===== config.mk =====
export PLATFORM = sky130hd
export DESIGN_NAME = ctrl_writeback_flat
export DESIGN_NICKNAME = d
export VERILOG_FILES = /design/src/rtl/ctrl_writeback_pkg.sv /design/src/rtl/ctrl_writeback_if.sv /design/src/rtl/ctrl_writeback_al_age_compare.sv /design/src/rtl/ctrl_writeback.sv /design/src/flat_wrapper.sv
export SDC_FILE = /design/constraint.sdc
export NUM_CORES = 1
export LEC_CHECK = 0
export CAP_MARGIN = 30
export CORE_MARGIN = 10
export CORE_UTILIZATION = 35
export DETAILED_ROUTE_END_ITERATION = 6
export PLACE_DENSITY = 0.74
export SLEW_MARGIN = 20
export SYNTH_ARGS = -nofsm -noshare
export SYNTH_HDL_FRONTEND = slang
export SYNTH_SLANG_ARGS = --single-unit
export TNS_END_PERCENT = 10

===== constraint.sdc =====
create_clock -name clk -period 3.72 [get_ports clk]
set_input_delay 0.372 -clock clk [delete_from_list [all_inputs] [get_ports clk]]
set_output_delay 0.372 -clock clk [all_outputs]
set_load 0.01 [all_outputs]

===== src/rtl/ctrl_writeback_pkg.sv =====
// Shared types for the control writeback stage: the writeback packet, the
// captured recovery record and the recovery FSM state encoding.
package ctrl_writeback_pkg;

  localparam int SIZE_PC      = 32;
  localparam int SIZE_AL_LOG  = 7;
  localparam int SIZE_CTI_LOG = 4;
  localparam int SIZE_PHY_LOG = 7;
  localparam int SIZE_DATA    = 32;

  typedef struct packed {
    logic mispredict;
    logic destValid;
  } exeFlgs;

  typedef struct packed {
    logic                    valid;
    logic [SIZE_AL_LOG-1:0]  alID;
    logic [SIZE_CTI_LOG-1:0] ctiID;
    logic                    ctrlDir;
    logic [SIZE_PC-1:0]      nextPC;
    logic [SIZE_PHY_LOG-1:0] phyDest;
    logic [SIZE_DATA-1:0]    destData;
    exeFlgs                  flags;
  } wbPkt;

  typedef struct packed {
    logic [SIZE_PC-1:0]      pc;
    logic [SIZE_AL_LOG-1:0]  alID;
    logic [SIZE_CTI_LOG-1:0] ctiID;
  } recPkt;

  typedef enum logic {
    IDLE = 1'b0,
    PEND = 1'b1
  } recStateE;

endpackage


===== src/rtl/ctrl_writeback_if.sv =====
// Bundle between the control execute pipe / fetch and the writeback stage.
// master: the surrounding pipeline; slave: the writeback stage itself.
interface ctrl_writeback_if;
  import ctrl_writeback_pkg::*;

  wbPkt                    wbPacket_i;
  logic                    flush_i;
  logic [SIZE_AL_LOG-1:0]  alHead_i;
  logic                    recAck_i;

  logic                    alDoneValid_o;
  logic [SIZE_AL_LOG-1:0]  alDoneID_o;
  logic                    alDoneMisp_o;
  logic                    ctiValid_o;
  logic [SIZE_CTI_LOG-1:0] ctiID_o;
  logic                    ctiDir_o;
  logic [SIZE_PC-1:0]      ctiTarget_o;
  logic                    rfWrEn_o;
  logic [SIZE_PHY_LOG-1:0] rfWrAddr_o;
  logic [SIZE_DATA-1:0]    rfWrData_o;
  logic                    recReq_o;
  logic [SIZE_PC-1:0]      recPC_o;
  logic [SIZE_AL_LOG-1:0]  recAlID_o;
  logic [SIZE_CTI_LOG-1:0] recCtiID_o;

  modport master (
    output wbPacket_i, flush_i, alHead_i, recAck_i,
    input  alDoneValid_o, alDoneID_o, alDoneMisp_o,
    input  ctiValid_o, ctiID_o, ctiDir_o, ctiTarget_o,
    input  rfWrEn_o, rfWrAddr_o, rfWrData_o,
    input  recReq_o, recPC_o, recAlID_o, recCtiID_o
  );

  modport slave (
    input  wbPacket_i, flush_i, alHead_i, recAck_i,
    output alDoneValid_o, alDoneID_o, alDoneMisp_o,
    output ctiValid_o, ctiID_o, ctiDir_o, ctiTarget_o,
    output rfWrEn_o, rfWrAddr_o, rfWrData_o,
    output recReq_o, recPC_o, recAlID_o, recCtiID_o
  );

endinterface


===== src/rtl/ctrl_writeback_al_age_compare.sv =====
// Older-than comparator on active-list IDs. Ages are taken relative to the
// list head modulo 2^W, so head wrap-around needs no special case.
module al_age_compare
  import ctrl_writeback_pkg::*;
#(
  parameter int W = SIZE_AL_LOG
) (
  input  logic [W-1:0] idA,
  input  logic [W-1:0] idB,
  input  logic [W-1:0] head,
  output logic         aOlder
);

  logic [W-1:0] ageA;
  logic [W-1:0] ageB;

  // modulo subtraction wraps naturally at width W
  always_comb begin
    ageA   = idA - head;
    ageB   = idB - head;
    aOlder = (ageA < ageB);
  end

endmodule


===== src/rtl/ctrl_writeback.sv =====
// Control writeback stage: registers the control pipe packet, fans it out to
// the active list, CTI queue and register file, and holds the oldest
// outstanding mispredict for fetch until acknowledged.
//
// state | meaning
// IDLE  | no recovery outstanding
// PEND  | recReq asserted, rec* holds the oldest known mispredict
module ctrl_writeback
  import ctrl_writeback_pkg::*;
(
  input  logic              clk,
  input  logic              reset,
  ctrl_writeback_if.slave   bus
);

  wbPkt     wbReg;
  recPkt    recReg;
  recPkt    recNext;
  recPkt    recNew;
  recStateE state;
  recStateE stateNext;
  logic     newMisp;
  logic     newOlder;

  // stage register; flush kills whatever is being captured this edge
  always_ff @(posedge clk or negedge reset) begin
    if (!reset) begin
      wbReg <= '0;
    end else begin
      wbReg <= bus.wbPacket_i;
      if (bus.flush_i) wbReg.valid <= 1'b0;
    end
  end

  assign newMisp = wbReg.valid & wbReg.flags.mispredict;
  assign recNew  = '{pc: wbReg.nextPC, alID: wbReg.alID, ctiID: wbReg.ctiID};

  al_age_compare #(.W(SIZE_AL_LOG)) uAgeCmp (
    .idA    (wbReg.alID),
    .idB    (recReg.alID),
    .head   (bus.alHead_i),
    .aOlder (newOlder)
  );

  // recovery next-state: flush first, then an older mispredict, then ack
  always_comb begin
    stateNext = state;
    recNext   = recReg;
    case (state)
      IDLE: begin
        if (!bus.flush_i && newMisp) begin
          stateNext = PEND;
          recNext   = recNew;
        end
      end
      PEND: begin
        if (bus.flush_i) begin
          stateNext = IDLE;
        end else if (newMisp && newOlder) begin
          recNext   = recNew;
        end else if (bus.recAck_i) begin
          stateNext = IDLE;
        end
      end
      default: stateNext = IDLE;
    endcase
  end

  // recovery state and captured branch
  always_ff @(posedge clk or negedge reset) begin
    if (!reset) begin
      state  <= IDLE;
      recReg <= '0;
    end else begin
      state  <= stateNext;
      recReg <= recNext;
    end
  end

  assign bus.alDoneValid_o = wbReg.valid;
  assign bus.alDoneID_o    = wbReg.valid ? wbReg.alID : '0;
  assign bus.alDoneMisp_o  = wbReg.valid & wbReg.flags.mispredict;
  assign bus.ctiValid_o    = wbReg.valid;
  assign bus.ctiID_o       = wbReg.valid ? wbReg.ctiID : '0;
  assign bus.ctiDir_o      = wbReg.valid & wbReg.ctrlDir;
  assign bus.ctiTarget_o   = wbReg.valid ? wbReg.nextPC : '0;
  assign bus.rfWrEn_o      = wbReg.valid & wbReg.flags.destValid;
  assign bus.rfWrAddr_o    = wbReg.valid ? wbReg.phyDest : '0;
  assign bus.rfWrData_o    = wbReg.valid ? wbReg.destData : '0;
  assign bus.recReq_o      = (state == PEND);
  assign bus.recPC_o       = recReg.pc;
  assign bus.recAlID_o     = recReg.alID;
  assign bus.recCtiID_o    = recReg.ctiID;

endmodule


===== src/flat_wrapper.sv =====
// flat-port wrapper written by rule: the top's interface ports become plain ports
module ctrl_writeback_flat import ctrl_writeback_pkg::*;
  (clk, reset, bus_wbPacket_i, bus_flush_i, bus_alHead_i, bus_recAck_i, bus_alDoneValid_o, bus_alDoneID_o, bus_alDoneMisp_o, bus_ctiValid_o, bus_ctiID_o, bus_ctiDir_o, bus_ctiTarget_o, bus_rfWrEn_o, bus_rfWrAddr_o, bus_rfWrData_o, bus_recReq_o, bus_recPC_o, bus_recAlID_o, bus_recCtiID_o);
  ctrl_writeback_if bus_i ();
  input  logic clk;
  input  logic reset;
  input wire logic [$bits(bus_i.wbPacket_i)-1:0] bus_wbPacket_i;
  input wire logic [$bits(bus_i.flush_i)-1:0] bus_flush_i;
  input wire logic [$bits(bus_i.alHead_i)-1:0] bus_alHead_i;
  input wire logic [$bits(bus_i.recAck_i)-1:0] bus_recAck_i;
  output wire logic [$bits(bus_i.alDoneValid_o)-1:0] bus_alDoneValid_o;
  output wire logic [$bits(bus_i.alDoneID_o)-1:0] bus_alDoneID_o;
  output wire logic [$bits(bus_i.alDoneMisp_o)-1:0] bus_alDoneMisp_o;
  output wire logic [$bits(bus_i.ctiValid_o)-1:0] bus_ctiValid_o;
  output wire logic [$bits(bus_i.ctiID_o)-1:0] bus_ctiID_o;
  output wire logic [$bits(bus_i.ctiDir_o)-1:0] bus_ctiDir_o;
  output wire logic [$bits(bus_i.ctiTarget_o)-1:0] bus_ctiTarget_o;
  output wire logic [$bits(bus_i.rfWrEn_o)-1:0] bus_rfWrEn_o;
  output wire logic [$bits(bus_i.rfWrAddr_o)-1:0] bus_rfWrAddr_o;
  output wire logic [$bits(bus_i.rfWrData_o)-1:0] bus_rfWrData_o;
  output wire logic [$bits(bus_i.recReq_o)-1:0] bus_recReq_o;
  output wire logic [$bits(bus_i.recPC_o)-1:0] bus_recPC_o;
  output wire logic [$bits(bus_i.recAlID_o)-1:0] bus_recAlID_o;
  output wire logic [$bits(bus_i.recCtiID_o)-1:0] bus_recCtiID_o;
  assign bus_i.wbPacket_i = bus_wbPacket_i;
  assign bus_i.flush_i = bus_flush_i;
  assign bus_i.alHead_i = bus_alHead_i;
  assign bus_i.recAck_i = bus_recAck_i;
  assign bus_alDoneValid_o = bus_i.alDoneValid_o;
  assign bus_alDoneID_o = bus_i.alDoneID_o;
  assign bus_alDoneMisp_o = bus_i.alDoneMisp_o;
  assign bus_ctiValid_o = bus_i.ctiValid_o;
  assign bus_ctiID_o = bus_i.ctiID_o;
  assign bus_ctiDir_o = bus_i.ctiDir_o;
  assign bus_ctiTarget_o = bus_i.ctiTarget_o;
  assign bus_rfWrEn_o = bus_i.rfWrEn_o;
  assign bus_rfWrAddr_o = bus_i.rfWrAddr_o;
  assign bus_rfWrData_o = bus_i.rfWrData_o;
  assign bus_recReq_o = bus_i.recReq_o;
  assign bus_recPC_o = bus_i.recPC_o;
  assign bus_recAlID_o = bus_i.recAlID_o;
  assign bus_recCtiID_o = bus_i.recCtiID_o;
  ctrl_writeback u_core (.clk(clk), .reset(reset), .bus(bus_i));
endmodule

==> run_results.csv <==
group,metric,value,unit
status,status,"completed",
finish,seq_area,3254,um2
sta,worst_pin_slew,0.7775,ns
synthesis,synthCells,374,
setup_path,slowest_delay,0.45,ns
finish,final_area,8198,um2
power,power_density,521.3,nW/um2
clock_tree,root_buffer,"clkbuf_16",
setup_path,r2r_setup_slack,0.25,ns
clock_tree,cts_tree,"yes",
sta,maxSlewHeadroom,0.4817,
power,switchingPower,1.095,mW
clock_tree,clkLatencyLatePin,0.41,ns
setup_path,path_cells,"clkdlybuf4s50_1 > inv_1 > ha_1 > nor2b_1 > o21ai_0 > a2111oi_0 > a211oi_1 > ha_1 > nand3_1 > nor2_1 > a2111oi_4 > buf_4 > buf_8 > mux2_2",
setup_path,reg2reg_to,"u_core.bus.recAlID_o[4]",
placed_design,hpwl,11280,um
finish,n_antenna_cell,0,
sta,fin_skew,0.01048,ns
placed_design,post_dp_cell_area,7587,um2
power,seqPwrFrac,0.392,
die,floorplan.core_area,14420,um2
synthesis,syn_area,5100,um2
grt,grtUsageTotal,0.1496,
clock_tree,cts.htree.levels,4,
synthesis,ys_warn_count,0,
detailed_routing,vias_per_cell,4.522,
power,ir_worst_vdd,0.2970,mV
detailed_routing,drc,0,
finish,finalNetCount,733,
die,initial_utilization,0.3536,
finish,instances_no_fill,812,
setup_path,critPathMaxFanout,22,
setup_path,cpMostUsedCell,"ha_1",
grt,grt_max_degree,65,
grt,grt_pass1_wl,23130,um
synthesis,synth_common_cells,"130 x dfrtp_1, 85 x and2_1, 39 x mux2_2",
power,p_int,3.179,mW
power,clkPwrFrac,0.376,
placed_design,io_buffers,227,
die,io-pin-count,228,
synthesis,syn_nets,491,
placed_design,gp_congestion,0.8042,
sta,rsz0062_at_grt,"no",
grt,grt_pass1_vias,4246,
synthesis,synth_most_common_cell,"dfrtp_1",
synthesis,synth_area_leaders,"dfrtp_1 64%, and2_1 10%, mux2_2 8.6%",
clock_tree,path_clk_slew,0.06,ns
detailed_routing,wl,14950,um
flow_run,maxCapViolCount,0,
setup_path,reg2reg_depth,15,
grt,grt_overflow,0,
power,p_leak,3.512,nW
synthesis,synth_ff_type,"dfrtp_1",
finish,area_growth,60.75,%
detailed_routing,first_pass_iters,4,
sta,drv_slew,0,
die,num_rows,44,
setup_path,cp.required,4.01,ns
detailed_routing,wl_per_cell,18.41,um
sta,timing.final.ws_setup,0.2317,ns
placed_design,place_ws,-0.3187,ns
synthesis,yosys.area.top_type,"dfrtp_1",
setup_path,crit_start,"bus_alHead_i[1]",
sta,min_period,3.488,ns
setup_path,end_kind,"flop",
setup_path,critPathLaunchType,"primary input",
synthesis,yosysSeqAreaShare,0.6379,
clock_tree,cts_buffer_depth,2,
sta,finalCritPeriodShare,0.9377,
sta,fmaxAchievable,0.2867,GHz
synthesis,synth_edf_count,0,
die,die_area,19800,um2
clock_tree,clock_sinks,130,
sta,setup_violations,0,
clock_tree,cts_made_buffers,17,
finish,fill_cells,1184,
power,comb_power_share,0.232,
synthesis,synth_seq_cells,130,
synthesis,syn_area_per_cell,13.64,um2
synthesis,async_reset_ff_frac,1.000,
detailed_routing,ant_nets,0,
die,die_w,140.7,um
synthesis,yosys.area.top_type_share,0.6379,
sta,hold_viol,0,
synthesis,ys_types,37,
finish,multi_input_area,1689,um2
placed_design,dp_cells,779,
finish,drive_gt1_frac,0.1338,
detailed_routing,vias,3672,
detailed_routing,drt_iter0_markers,141,
min_path,hold_class,"primary input to async pin",
die,fp.dieH,140.7,um
setup_path,r2r-start,"u_core.bus.recAlID_o[0]",
grt,antenna_found_initial,0,
setup_path,arrival,3.78,ns
setup_path,crit_type,"primary input to flop",
power,switching_share,0.2562,
setup_path,cpMaxStageDelayCell,"clkdlybuf4s50_1",
power groups by stage:
stage                     sequential [mW]  clock, mW  combinational [mW]
after global placement               1.69          0               0.968
after detailed placement             1.70          0               0.991
after global routing                 1.70       1.71                1.08
final                                1.68       1.61               0.991
after CTS                            1.68       1.64               0.999
after floorplan                      1.73          0               0.370
cell usage in the layout (no fill, tap or decap), drive strengths merged:
master / instances
clkbuf: 22
clkdlybuf4s50: 226
nor3b: 1
a221oi: 1
and3b: 1
a2111o: 1
inv: 20
nand2b: 2
nand4: 1
nor2b: 4
nand3: 4
fa: 2
xnor2: 3
a2111oi: 2
a31oi: 2
nand2: 5
xor2: 3
clkinvlp: 2
o311ai: 1
clkinv: 6
bufinv: 2
nor3: 6
mux2: 42
o21ai: 6
or2: 1
nand4b: 1
mux2i: 1
o31ai: 1
nor2: 3
buf: 10
and2: 85
ha: 18
a211oi: 3
a21oi: 5
dfrtp: 130
a21o: 3
and3: 2
registers in the layout, summed over array words and instances, names as in the netlist:
signal and flops:
u_core.bus.alDoneValid_o 1, u_core.bus.recAlID_o 7, u_core.bus.recPC_o 32, u_core.recNew 43
u_core.wbReg 42, u_core.bus.recReq_o 1, u_core.bus.recCtiID_o 4
worst max path at each step:
stage | endpoint
after floorplan | u_core.bus.recPC_o[10]
after global routing | u_core.bus.recPC_o[22]
after detailed placement | u_core.bus.recPC_o[10]
after CTS | u_core.bus.recPC_o[10]
after global placement | u_core.bus.recPC_o[8]
final | u_core.bus.recAlID_o[4]
kinds of logic (layout without fill, tap and decap cells):
logic type               count (synthesis)  after routing  share of synthesized area
AND/OR/NAND/NOR                        116            116                     0.1371
adder cells (fa/ha/maj)                 20             20                    0.05201
AO/OA/AOI/OAI                           25             25                    0.03631
XOR/XNOR                                 6              6                    0.01031
flip-flops                             130            130                     0.6379
buffers and inverters                   34            288                    0.03165
multiplexers                            43             43                    0.09470
repair_timing:
| action | CTS | global route |
|---|---|---|
| endpoints found under the setup margin | 0 | 42 |
| resized for setup | 0 | 3 |
| hold buffers | 0 | 0 |
| setup buffers | 0 | 1 |
layer usage:
metal	wire length [um]	vias to the layer above	GRT usage
met5	0	-	0
met4	262	0	0.06413
met3	1565	22	0.07927
met2	7773	155	0.2594
met1	5345	1784	0.1451
li1	-	1711	-
critical path, delay by kind of cell:
family,cells,cell delay (ns)
AOI/OAI and AO/OA,4,1.15
buffers and inverters,4,0.97
adders and majority gates,2,0.62
muxes,1,0.36
and+or+nand+nor,3,0.29
through the flow:
stage | hold WS (ns) | util | power [mW] | setup TNS (ns)
6_report | 0.04910 | 0.5684 | 4.273 | 0
5_1_grt | 0.1048 | 0.5684 | 4.495 | 0
4_1_cts | 0.05702 | 0.5662 | 4.319 | 0
3_5_place_dp | 0.4828 | 0.5260 | 2.689 | -12.50
3_3_place_gp | 0.4699 | 0.5260 | 2.661 | -7.815
2_1_floorplan | 0.07641 | - | 2.103 | 0
area by class of cell:
type,instances,area share
Tap cell,184,0.02808
Clock inverter,10,0.01328
Inverter,20,0.009158
Clock buffer,21,0.05739
Multi-Input combinational cell,210,0.2060
Sequential cell,130,0.3970
Timing Repair Buffer,237,0.2891
(Power assumes the default switching activity.)
